<file path="src/rtl/sequence_output_player.sv">
// sequence_output_player
//   Reads the sorted node sequence out of the sequence RAM one entry at a
//   time once sorting has finished. Each entry is presented on a
//   valid/ready stream. A done level is returned to the top-level so it can
//   release its start request and re-arm the sorter.
//
// Handshake: an entry transfers on a rising clk edge where out_valid and
//   out_ready are both high. While out_valid is high, out_data, out_index and
//   out_last hold stable until that transfer. out_valid never depends on
//   out_ready.
//
// Ports:
//   clk            system clock, rising edge
//   program_reset  synchronous active-high reset
//   start_play     level request to play the sequence
//   sort_done      level, high while sorting is complete
//   node_count     number of valid entries, latched when sort_done is seen
//   rd_en/rd_addr  RAM read strobe and address (rd_addr always equals idx)
//   rd_data        RAM read data, valid one cycle after rd_en
//   out_valid/out_data/out_index/out_last/out_ready  output entry stream
//   play_done      whole sequence emitted; held until start_play drops
//   current_state  FSM state code for debug
module sequence_output_player #(
    parameter int ADDR_WIDTH = 4,
    parameter int DATA_WIDTH = 8
) (
    input  logic                  clk,
    input  logic                  program_reset,
    input  logic                  start_play,
    input  logic                  sort_done,
    input  logic [ADDR_WIDTH:0]   node_count,
    output logic                  rd_en,
    output logic [ADDR_WIDTH-1:0] rd_addr,
    input  logic [DATA_WIDTH-1:0] rd_data,
    output logic                  out_valid,
    output logic [DATA_WIDTH-1:0] out_data,
    output logic [ADDR_WIDTH-1:0] out_index,
    output logic                  out_last,
    input  logic                  out_ready,
    output logic                  play_done,
    output logic [2:0]            current_state
);

    typedef enum logic [2:0] {
        IDLE      = 3'd0,
        WAIT_SORT = 3'd1,
        FETCH     = 3'd2,
        LATCH     = 3'd3,
        PRESENT   = 3'd4,
        DONE      = 3'd7
    } state_t;

    // Largest number of entries the address space can hold.
    localparam logic [ADDR_WIDTH:0]   MAX_COUNT = {1'b1, {ADDR_WIDTH{1'b0}}};
    localparam logic [ADDR_WIDTH:0]   CNT_ONE   = {{ADDR_WIDTH{1'b0}}, 1'b1};
    localparam logic [ADDR_WIDTH-1:0] IDX_ONE   = {{(ADDR_WIDTH-1){1'b0}}, 1'b1};

    state_t                state;
    logic [ADDR_WIDTH-1:0] idx;
    logic [ADDR_WIDTH:0]   count;
    logic [ADDR_WIDTH:0]   clamped_count;
    logic                  idx_is_last;

    assign clamped_count = (node_count > MAX_COUNT) ? MAX_COUNT : node_count;
    // count is at least 1 whenever this is used (FETCH/LATCH only).
    assign idx_is_last   = ({1'b0, idx} == (count - CNT_ONE));

    always_ff @(posedge clk) begin
        if (program_reset) begin
            state     <= IDLE;
            idx       <= '0;
            count     <= '0;
            out_data  <= '0;
            out_index <= '0;
            out_last  <= 1'b0;
        end else begin
            case (state)
                IDLE: begin
                    if (start_play) begin
                        state <= WAIT_SORT;
                    end
                end
                WAIT_SORT: begin
                    if (sort_done) begin
                        count <= clamped_count;
                        idx   <= '0;
                        state <= (clamped_count == '0) ? DONE : FETCH;
                    end
                end
                FETCH: begin
                    state <= LATCH;
                end
                LATCH: begin
                    // rd_data is valid now: one cycle after the FETCH strobe.
                    out_data  <= rd_data;
                    out_index <= idx;
                    out_last  <= idx_is_last;
                    state     <= PRESENT;
                end
                PRESENT: begin
                    if (out_ready) begin
                        if (out_last) begin
                            state <= DONE;
                        end else begin
                            idx   <= idx + IDX_ONE;
                            state <= FETCH;
                        end
                    end
                end
                DONE: begin
                    if (!start_play) begin
                        state <= IDLE;
                    end
                end
                default: begin
                    state <= IDLE;
                end
            endcase
        end
    end

    // Moore decodes straight from the state register.
    assign rd_en         = (state == FETCH);
    assign out_valid     = (state == PRESENT);
    assign play_done     = (state == DONE);
    assign rd_addr       = idx;
    assign current_state = state;

endmodule

</file>
<file path="config.mk">
export PLATFORM = sky130hd
export DESIGN_NAME = sequence_output_player
export DESIGN_NICKNAME = d
export VERILOG_FILES = /design/src/rtl/sequence_output_player.sv
export SDC_FILE = /design/constraint.sdc
export NUM_CORES = 1
export LEC_CHECK = 0
export ABC_CLOCK_PERIOD_IN_PS = 3600
export CORE_ASPECT_RATIO = 1.5
export CORE_MARGIN = 5
export CORE_UTILIZATION = 51
export CTS_BUF_LIST = sky130_fd_sc_hd__clkbuf_2 sky130_fd_sc_hd__clkbuf_4 sky130_fd_sc_hd__clkbuf_8
export DETAILED_ROUTE_END_ITERATION = 12
export PLACE_DENSITY = 0.84
export REMOVE_ABC_BUFFERS = 1
export SYNTH_ARGS = -nofsm -noshare
export SYNTH_HDL_FRONTEND = slang
export SYNTH_SLANG_ARGS = --single-unit
</file>
<file path="constraint.sdc">
create_clock -name clk -period 3.6 [get_ports clk]
set_input_delay 0.72 -clock clk [delete_from_list [all_inputs] [get_ports clk]]
set_output_delay 0.72 -clock clk [all_outputs]
set_load 0.005 [all_outputs]
</file>
# --- After elaboration in Yosys (flattened, before gate mapping) ---
# Index checks and enable logic that the tools add are counted.
word_totals:
  register_bits: 25
  inputBits: 18
  output_inout_bits: 23
  word_cells: 38
op_classes:
  add_sub_neg: 2
  magnitude_cmp: 1
  eq_ne: 11
  n_mux: 12
  n_reduce_logical: 6
ops:
  columns: ["op", "count"]
  rows:
  - ["2-to-1 mux 3 bit", 6]
  - ["one-hot mux 3 bit (6 select lines)", 1]
  - ["2-to-1 mux 4 bit", 3]
  - ["inequality test 2 bit (second input constant)", 4]
  - ["one-hot mux 4 bit (2 select lines)", 1]
  - ["AND reduction 4 bit", 2]
  - ["== test 3 x 2 -> 1 bit (second input constant)", 2]
  - ["== test 3 bit (second input constant)", 2]
  - ["== test 4 x 5 -> 1 bit", 1]
  - ["> comparator 5 bit (second input constant)", 1]
  - ["zero test 5 bit", 1]
  - ["2-to-1 mux 5 bit", 1]
  - ["subtractor 5 x 1 -> 5 bit (second input constant)", 1]
  - ["adder 4 x 1 -> 4 bit (second input constant)", 1]
  - ["== test 3 x 1 -> 1 bit (second input constant)", 1]
  - ["zero test 3 bit", 1]
  - ["inequality test 2 x 1 -> 1 bit (second input constant)", 1]
  - ["AND reduction 2 bit", 1]
  - ["nonzero test 2 bit", 1]

# --- Logic depth before layout (Yosys ltp) ---
# Gate-level depths: netlist of run 1.
logic_depth:
  ltp_word: 6
  depth_mapped: 7
  mapped_depth_nobuf: 7

# --- Least setup slack after synthesis of run 1 ---
# OpenSTA, ideal clock, no wires.
synth_path:
  kind: "input port to flip-flop"
  from: "input port node_count[0]"
  to: "register state[0], in the netlist current_state[0]"
  arrival_ns: 1.938
  path_slack_ns: 1.591
  cell_stages: 5
  cell_sequence: "or4b_4 -> nor3_2 -> mux2i_1 -> or4_1 -> a21oi_1"
synth_between:
  elab_chain_cells: 6
synth_rtl:
  columns: ["element", "line", "source"]
  rows:
  - ["start: declaration", "31", "input logic [ADDR_WIDTH:0] node_count,"]
  - ["> comparator 5 bit", "64", "assign clamped_count = (node_count > MAX_COUNT) ? MAX_COUNT : node_count;"]
  - ["2-to-1 mux 5 bit *", "64", null]
  - ["zero test 5 bit *", "87", "state <= (clamped_count == '0) ? DONE : FETCH;"]
  - ["2-to-1 mux 3 bit *", "87", null]
  - ["2-to-1 mux 3 bit *", "84", "if (sort_done) begin"]
  - ["one-hot mux 3 bit (6 select lines) *", "77", "case (state)"]
  - ["end signal: assignment", "87", null]
  - ["end: declaration", "58", "state_t state;"]
# Every way passes the cells marked *; elsewhere a longest branch is shown, timed or not. The select of a mux whose other input is x is not followed.
# A chain may end at the register's enable or synchronous reset.

# --- Worst setup path after layout of run 1 ---
layout_path:
  from: "register state[0], in the netlist current_state[0]"
  to: "output port play_done"
layout_between:
  elab_chain_cells: 1
layout_rtl:
  columns: ["element", "line", "source"]
  rows:
  - ["== test 3 bit", "125", "assign play_done = (state == DONE);"]
  - ["end: declaration", "40", "output logic play_done,"]
# Every way passes these cells.

==> metrics.csv, run 1 <==
stage,metric,value,unit
run_status,status,"finished, final reports clean",
timing,hold_viol,0,
yosys,syn_area,0.00127,mm^2
timing,slew_violations,0,
die,pin_count,41,
die,dieArea,0.00361,mm^2
timing,worst_pin_slew,0.763,ns
yosys,synth_top_area_cell,dfxtp_1,
cells_and_area,drive_above_1_share,4.66,%
setup_path,cp_data_arrival_time,1.80,ns
global_routing,first_global_vias,1146,
flow_run,drv_cap,0,
placed_design,dp_hpwl,2.18,mm
clock_tree,cts_resized,0,
drt,drc,0,
setup_path,crit_slowest_cell,dfxtp_1,
cells_and_area,stdcell_area,0.00168,mm^2
timing,min_period,2.52,ns
drt,routed_wl,2.95,mm
die,dieHeight,71.1,um
timing,slew_headroom,49.0,%
power,total_power,540,uW
clock_tree,path_clk_slew,0.12,ns
yosys,synth_seq_cells,25,
drt,first_iter_violations,21,
global_routing,grt_use_total,16.7,%
drt,detail_route.wl_per_cell,13.6,um
power,clkPwrFrac,24.6,%
hold_path,hold_class,flop to flop,
yosys,postSynthAreaPerCell,7.88,um^2
drt,dr_total_vias,1221,
clock_tree,cts_sinks,25,
setup_path,crit_fanout,21,
clock_tree,clk_latency,0.33,ns
power,ir_worst_vdd,190,uV
global_routing,grt_pass1_wl,4.89,mm
yosys,synth-seq-area-share,39.4,%
yosys,synthTopCellsByArea,"dfxtp_1 39%, nand2_1 11%, a21oi_1 9.5%",
global_routing,grt_overflow_total,0,
timing,grt_setup_unrepaired,false,
clock_tree,holdBufCountCts,0,
setup_path,end_kind,primary output,
setup_path,startpoint_type,flop,
power,leakagePower,0.000533,uW
yosys,ys_async_sr_fraction,0,%
power,p_sw_share,26.8,%
yosys,post-synth-top-count-cell,nand2_1,
clock_tree,cts_tree,built,
placed_design,io_buffers,40,
setup_path,slowest_delay,0.73,ns
die,row_count,22,
drt,postRouteAntennaNets,0,
drt,drt_first_pass_iters,4,
drt,viasPerCell,5.63,
timing,period_share,70.1,%
clock_tree,h-tree-depth,1,
timing,finalSetupTns,0,ns
timing,hold_ws,0.462,ns
cells_and_area,area_delta_synth_final,32.1,%
clock_tree,postCtsSetupBuffers,0,
clock_tree,cts_buffers,3,
yosys,yosys_warnings,0,
yosys,synth_common_cells,"36 x nand2_1, 25 x dfxtp_1, 24 x a21oi_1",
die,core_region_area,0.00242,mm^2
yosys,yosysUniqueCellTypes,35,
power,p_per_area,322,mW/mm^2
setup_path,cp.required,2.88,ns
cells_and_area,insertedDiodeCount,0,
placed_design,placed_cell_area,0.00165,mm^2
timing,fmax,0.396,GHz
global_routing,antenna_found_initial,0,
timing,setup_viol,0,
die,die_w,50.7,um
yosys,synth-edff-count,0,
power,power_frac_comb,18.4,%
setup_path,path_class,flop to primary output,
die,initial_core_util,52.4,%
yosys,synth_flop_cell,dfxtp_1,
cells_and_area,nets,214,
timing,finClkSkew,0.00883,ns
global_routing,grt_max_degree,23,
power,power.switching,145,uW
yosys,synth_top_area_share,39.4,%
clock_tree,root_buffer,clkbuf_4,
setup_path,path_cells,and3_1 > clkdlybuf4s50_1,
power,p_int,395,uW
yosys,synthCells,161,
power,pwr-share-seq,57.0,%
clock_tree,clock_path_buffers,2,
placed_design,place_congestion,0.745,
==> area by class of cell <==
type | instances | area [um^2]
multi-input combinational | 122 | 707
inverter | 2 | 7.51
tap | 24 | 30.0
clock buffer | 4 | 30.0
fill | 215 | 747
sequential | 25 | 500
timing repair buffer | 40 | 400
==> per-layer routing <==
metal	routed length, um	vias up	GRT usage (%)
met5	0	-	0
met4	46	0	6.82
met3	242	5	2.53
met2	1520	47	31.1
met1	1140	549	17.8
li1	-	620	-
==> critical path, delay by kind of cell (launching register included) <==
family                 cells  cell delay [ns]
flip-flops                 1             0.73
AND/OR/NAND/NOR            1             0.26
buffers and inverters      1             0.50
==> sequential cells by signal, indices dropped and copies added (netlist names) <==
register	count
rd_addr	4
out_data	8
count	5
out_index	4
out_last	1
current_state	3
==> placed cells by master, fill, tap and decap left out, drive strengths merged, types with 4 or more instances in the layout <==
| master | n |
|---|---|
| a21oi | 24 |
| nand3b | 6 |
| clkdlybuf4s50 | 40 |
| dfxtp | 25 |
| clkbuf | 4 |
| nand2 | 36 |
| nor2 | 10 |
| xnor2 | 6 |
| nor3b | 4 |
| o21ai | 4 |
==> logic make-up (layout without fill, tap and decap cells) <==
| logic type | count (synthesis) | after routing | share of synthesized area, % |
|---|---|---|---|
| xor+xnor | 8 | 8 | 5.52 |
| flops | 25 | 25 | 39.4 |
| compound gates | 32 | 32 | 13.5 |
| buf+inv | 14 | 46 | 4.83 |
| mux | 3 | 3 | 2.37 |
| simple gates | 77 | 77 | 32.3 |
| fa+ha+maj | 2 | 2 | 1.97 |
==> power by group through the flow <==
stage	logic [uW]	clock network [uW]	registers (uW)
3_5_place_dp	99.7	0	313
3_3_place_gp	96.5	0	313
6_report	99.3	133	308
2_1_floorplan	48.7	0	309
5_1_grt	110	144	311
4_1_cts	101	135	307
==> worst paths after layout <==
check	cells after the start	end	startpoint	slack (ns)
max	2	play_done	current_state[0]	1.08
min	2	out_data[3]	out_data[3]	0.46
max reg2reg	5	current_state[0]	current_state[0]	1.48
min reg2reg	2	out_data[3]	out_data[3]	0.46
==> stage by stage <==
step                setup WS [ns]  util (%)  cells
floorplan                    1.59         -    149
global placement             1.11      67.9    213
detailed placement           1.02      67.9    213
CTS                          1.09      69.2    217
global route                0.973      69.2    217
finish                       1.08      69.2    217
Power figures use the tool's default switching activity.
==> inputs of run 2 (changes only) <==
Settings changed: ABC_CLOCK_PERIOD_IN_PS 3600 to 2400, CORE_UTILIZATION 51 to 47, PLACE_DENSITY 0.84 to 0.78.
Clock period 3.6 ns to 2.4 ns, I/O delays scaled along.
==> metrics.csv, run 2 (synthesized netlist as in run 1, its figures left out) <==
stage,metric,value,unit,change
clock_tree,h-tree-depth,1,,unchanged
clock_tree,root_buffer,clkbuf_8,,
die,initial_core_util,47.9,%,-4.5 points
clock_tree,cts_buffers,3,,unchanged
cells_and_area,top_register,out_data,,
timing,finalSetupTns,0,ns,unchanged
clock_tree,postCtsSetupBuffers,0,,unchanged
cells_and_area,nets,218,,+1.9%
clock_tree,clk_latency,0.26,ns,-0.07 ns
power,leakagePower,0.000560,uW,+5.1%
drt,postRouteAntennaNets,0,,unchanged
setup_path,path_class,flop to primary output,,
global_routing,grt_overflow_total,0,,unchanged
drt,detail_route.wl_per_cell,13.2,um,-2.5%
cells_and_area,insertedDiodeCount,0,,unchanged
clock_tree,cts_tree,built,,
drt,routed_wl,3.10,mm,+5.1%
drt,viasPerCell,5.28,,-6.1%
power,ir_worst_vdd,323,uV,+70%
power,p_per_area,499,mW/mm^2,+55%
die,die_w,52.4,um,+3.3%
timing,worst_pin_slew,0.537,ns,-0.226 ns
die,row_count,23,,+4.5%
die,pin_count,41,,unchanged
global_routing,grt_max_degree,20,,-13%
die,dieHeight,73.6,um,+3.6%
drt,drt_first_pass_iters,4,,unchanged
timing,fmax,0.456,GHz,
cells_and_area,area_delta_synth_final,37.2,%,
cells_and_area,largest_reg_flops,8,,unchanged
clock_tree,path_clk_slew,0.08,ns,-0.04 ns
cells_and_area,largest_registers,"out_data x8, count x5",,
timing,grt_setup_unrepaired,false,,
timing,period_share,91.4,%,
hold_path,hold_class,flop to flop,,
run_status,status,"finished, final reports clean",,
placed_design,io_buffers,40,,unchanged
setup_path,startpoint_type,flop,,
global_routing,first_global_vias,1208,,+5.4%
timing,hold_viol,0,,unchanged
drt,drc,0,,unchanged
global_routing,grt_use_total,17.6,%,+0.95 points
flow_run,drv_cap,0,,unchanged
setup_path,cp.required,1.92,ns,-0.96 ns
clock_tree,cts_resized,0,,unchanged
drt,first_iter_violations,32,,+52%
die,dieArea,0.00386,mm^2,+7.0%
drt,dr_total_vias,1236,,+1.2%
cells_and_area,drive_above_1_share,6.60,%,+1.9 points
setup_path,end_kind,primary output,,
cells_and_area,layout_common_cells,"40 x clkdlybuf4s50_1, 36 x nand2_1, 25 x dfxtp_1",,
setup_path,crit_fanout,18,,-14%
timing,min_period,2.19,ns,
clock_tree,cts_sinks,25,,unchanged
placed_design,place_congestion,0.781,,+4.9%
clock_tree,holdBufCountCts,0,,unchanged
global_routing,antenna_found_initial,0,,unchanged
placed_design,dp_hpwl,2.44,mm,+12%
power,total_power,869,uW,+61%
timing,finClkSkew,0.00285,ns,-0.00598 ns
timing,slew_violations,0,,unchanged
clock_tree,clock_path_buffers,2,,unchanged
global_routing,grt_pass1_wl,5.24,mm,+7.3%
die,core_region_area,0.00265,mm^2,+9.3%
timing,setup_viol,0,,unchanged
timing,slew_headroom,64.2,%,+15 points
setup_path,cp_data_arrival_time,1.71,ns,-0.09 ns
cells_and_area,layout_commonest_cell,clkdlybuf4s50_1,,
run 2: changes by cell type in the layout (fill, tap and decap cells not counted):
cell / delta
clkbuf_8: +3
buf_4: +4
clkbuf_4: -3
run 2: through the flow:
stage | instance area [um^2] | utilization, % | hold slack [ns] | cells | setup WS [ns]
2_1_floorplan | 1210 | - | 0.433 | 149 | 0.512
3_3_place_gp | 1690 | 63.9 | 0.441 | 230 | 0.163
3_5_place_dp | 1690 | 63.9 | 0.446 | 230 | 0.0619
4_1_cts | 1740 | 65.7 | 0.457 | 234 | 0.186
5_1_grt | 1740 | 65.7 | 0.472 | 234 | 0.0893
6_report | 1740 | 65.7 | 0.455 | 234 | 0.207
run 2: area by class of cell:
cell class / instances / area, um^2
flip-flops and latches: 25 / 500
multi-input cells: 122 / 707
fillers: 258 / 907
clock buffers: 4 / 48.8
inverters: 2 / 7.51
well taps: 37 / 46.3
repair buffers: 44 / 430
run 2: routing by layer:
metal  share of wire, %  track usage [%]  up-vias
met5                  0                0        -
li1                   -                -      623
met1                 39             18.9      547
met3                7.1             3.04        4
met4                1.2             6.53        0
met2                 52             33.1       62
run 2: path summary, 6_finish.rpt:
| kind | from | slack [ns] | end | cells after the start |
|---|---|---|---|---|
| max | current_state[2] | 0.21 | out_valid | 2 |
| min | out_data[0] | 0.45 | out_data[0] | 2 |
| max reg2reg | current_state[0] | 0.44 | current_state[0] | 5 |
| min reg2reg | out_data[0] | 0.45 | out_data[0] | 2 |
run 2: critical path, cell delays in order, from the launching register on:
cell and delay (ns):
dfxtp_1 0.66, nor3b_1 0.25, clkdlybuf4s50_1 0.54
run 2: report_power, final:
part	internal (uW)	leakage (uW)	switching, uW
sequential	428	0.000202	28.7
combinational	92.8	0.000332	68.2
clock	130	0.0000262	121
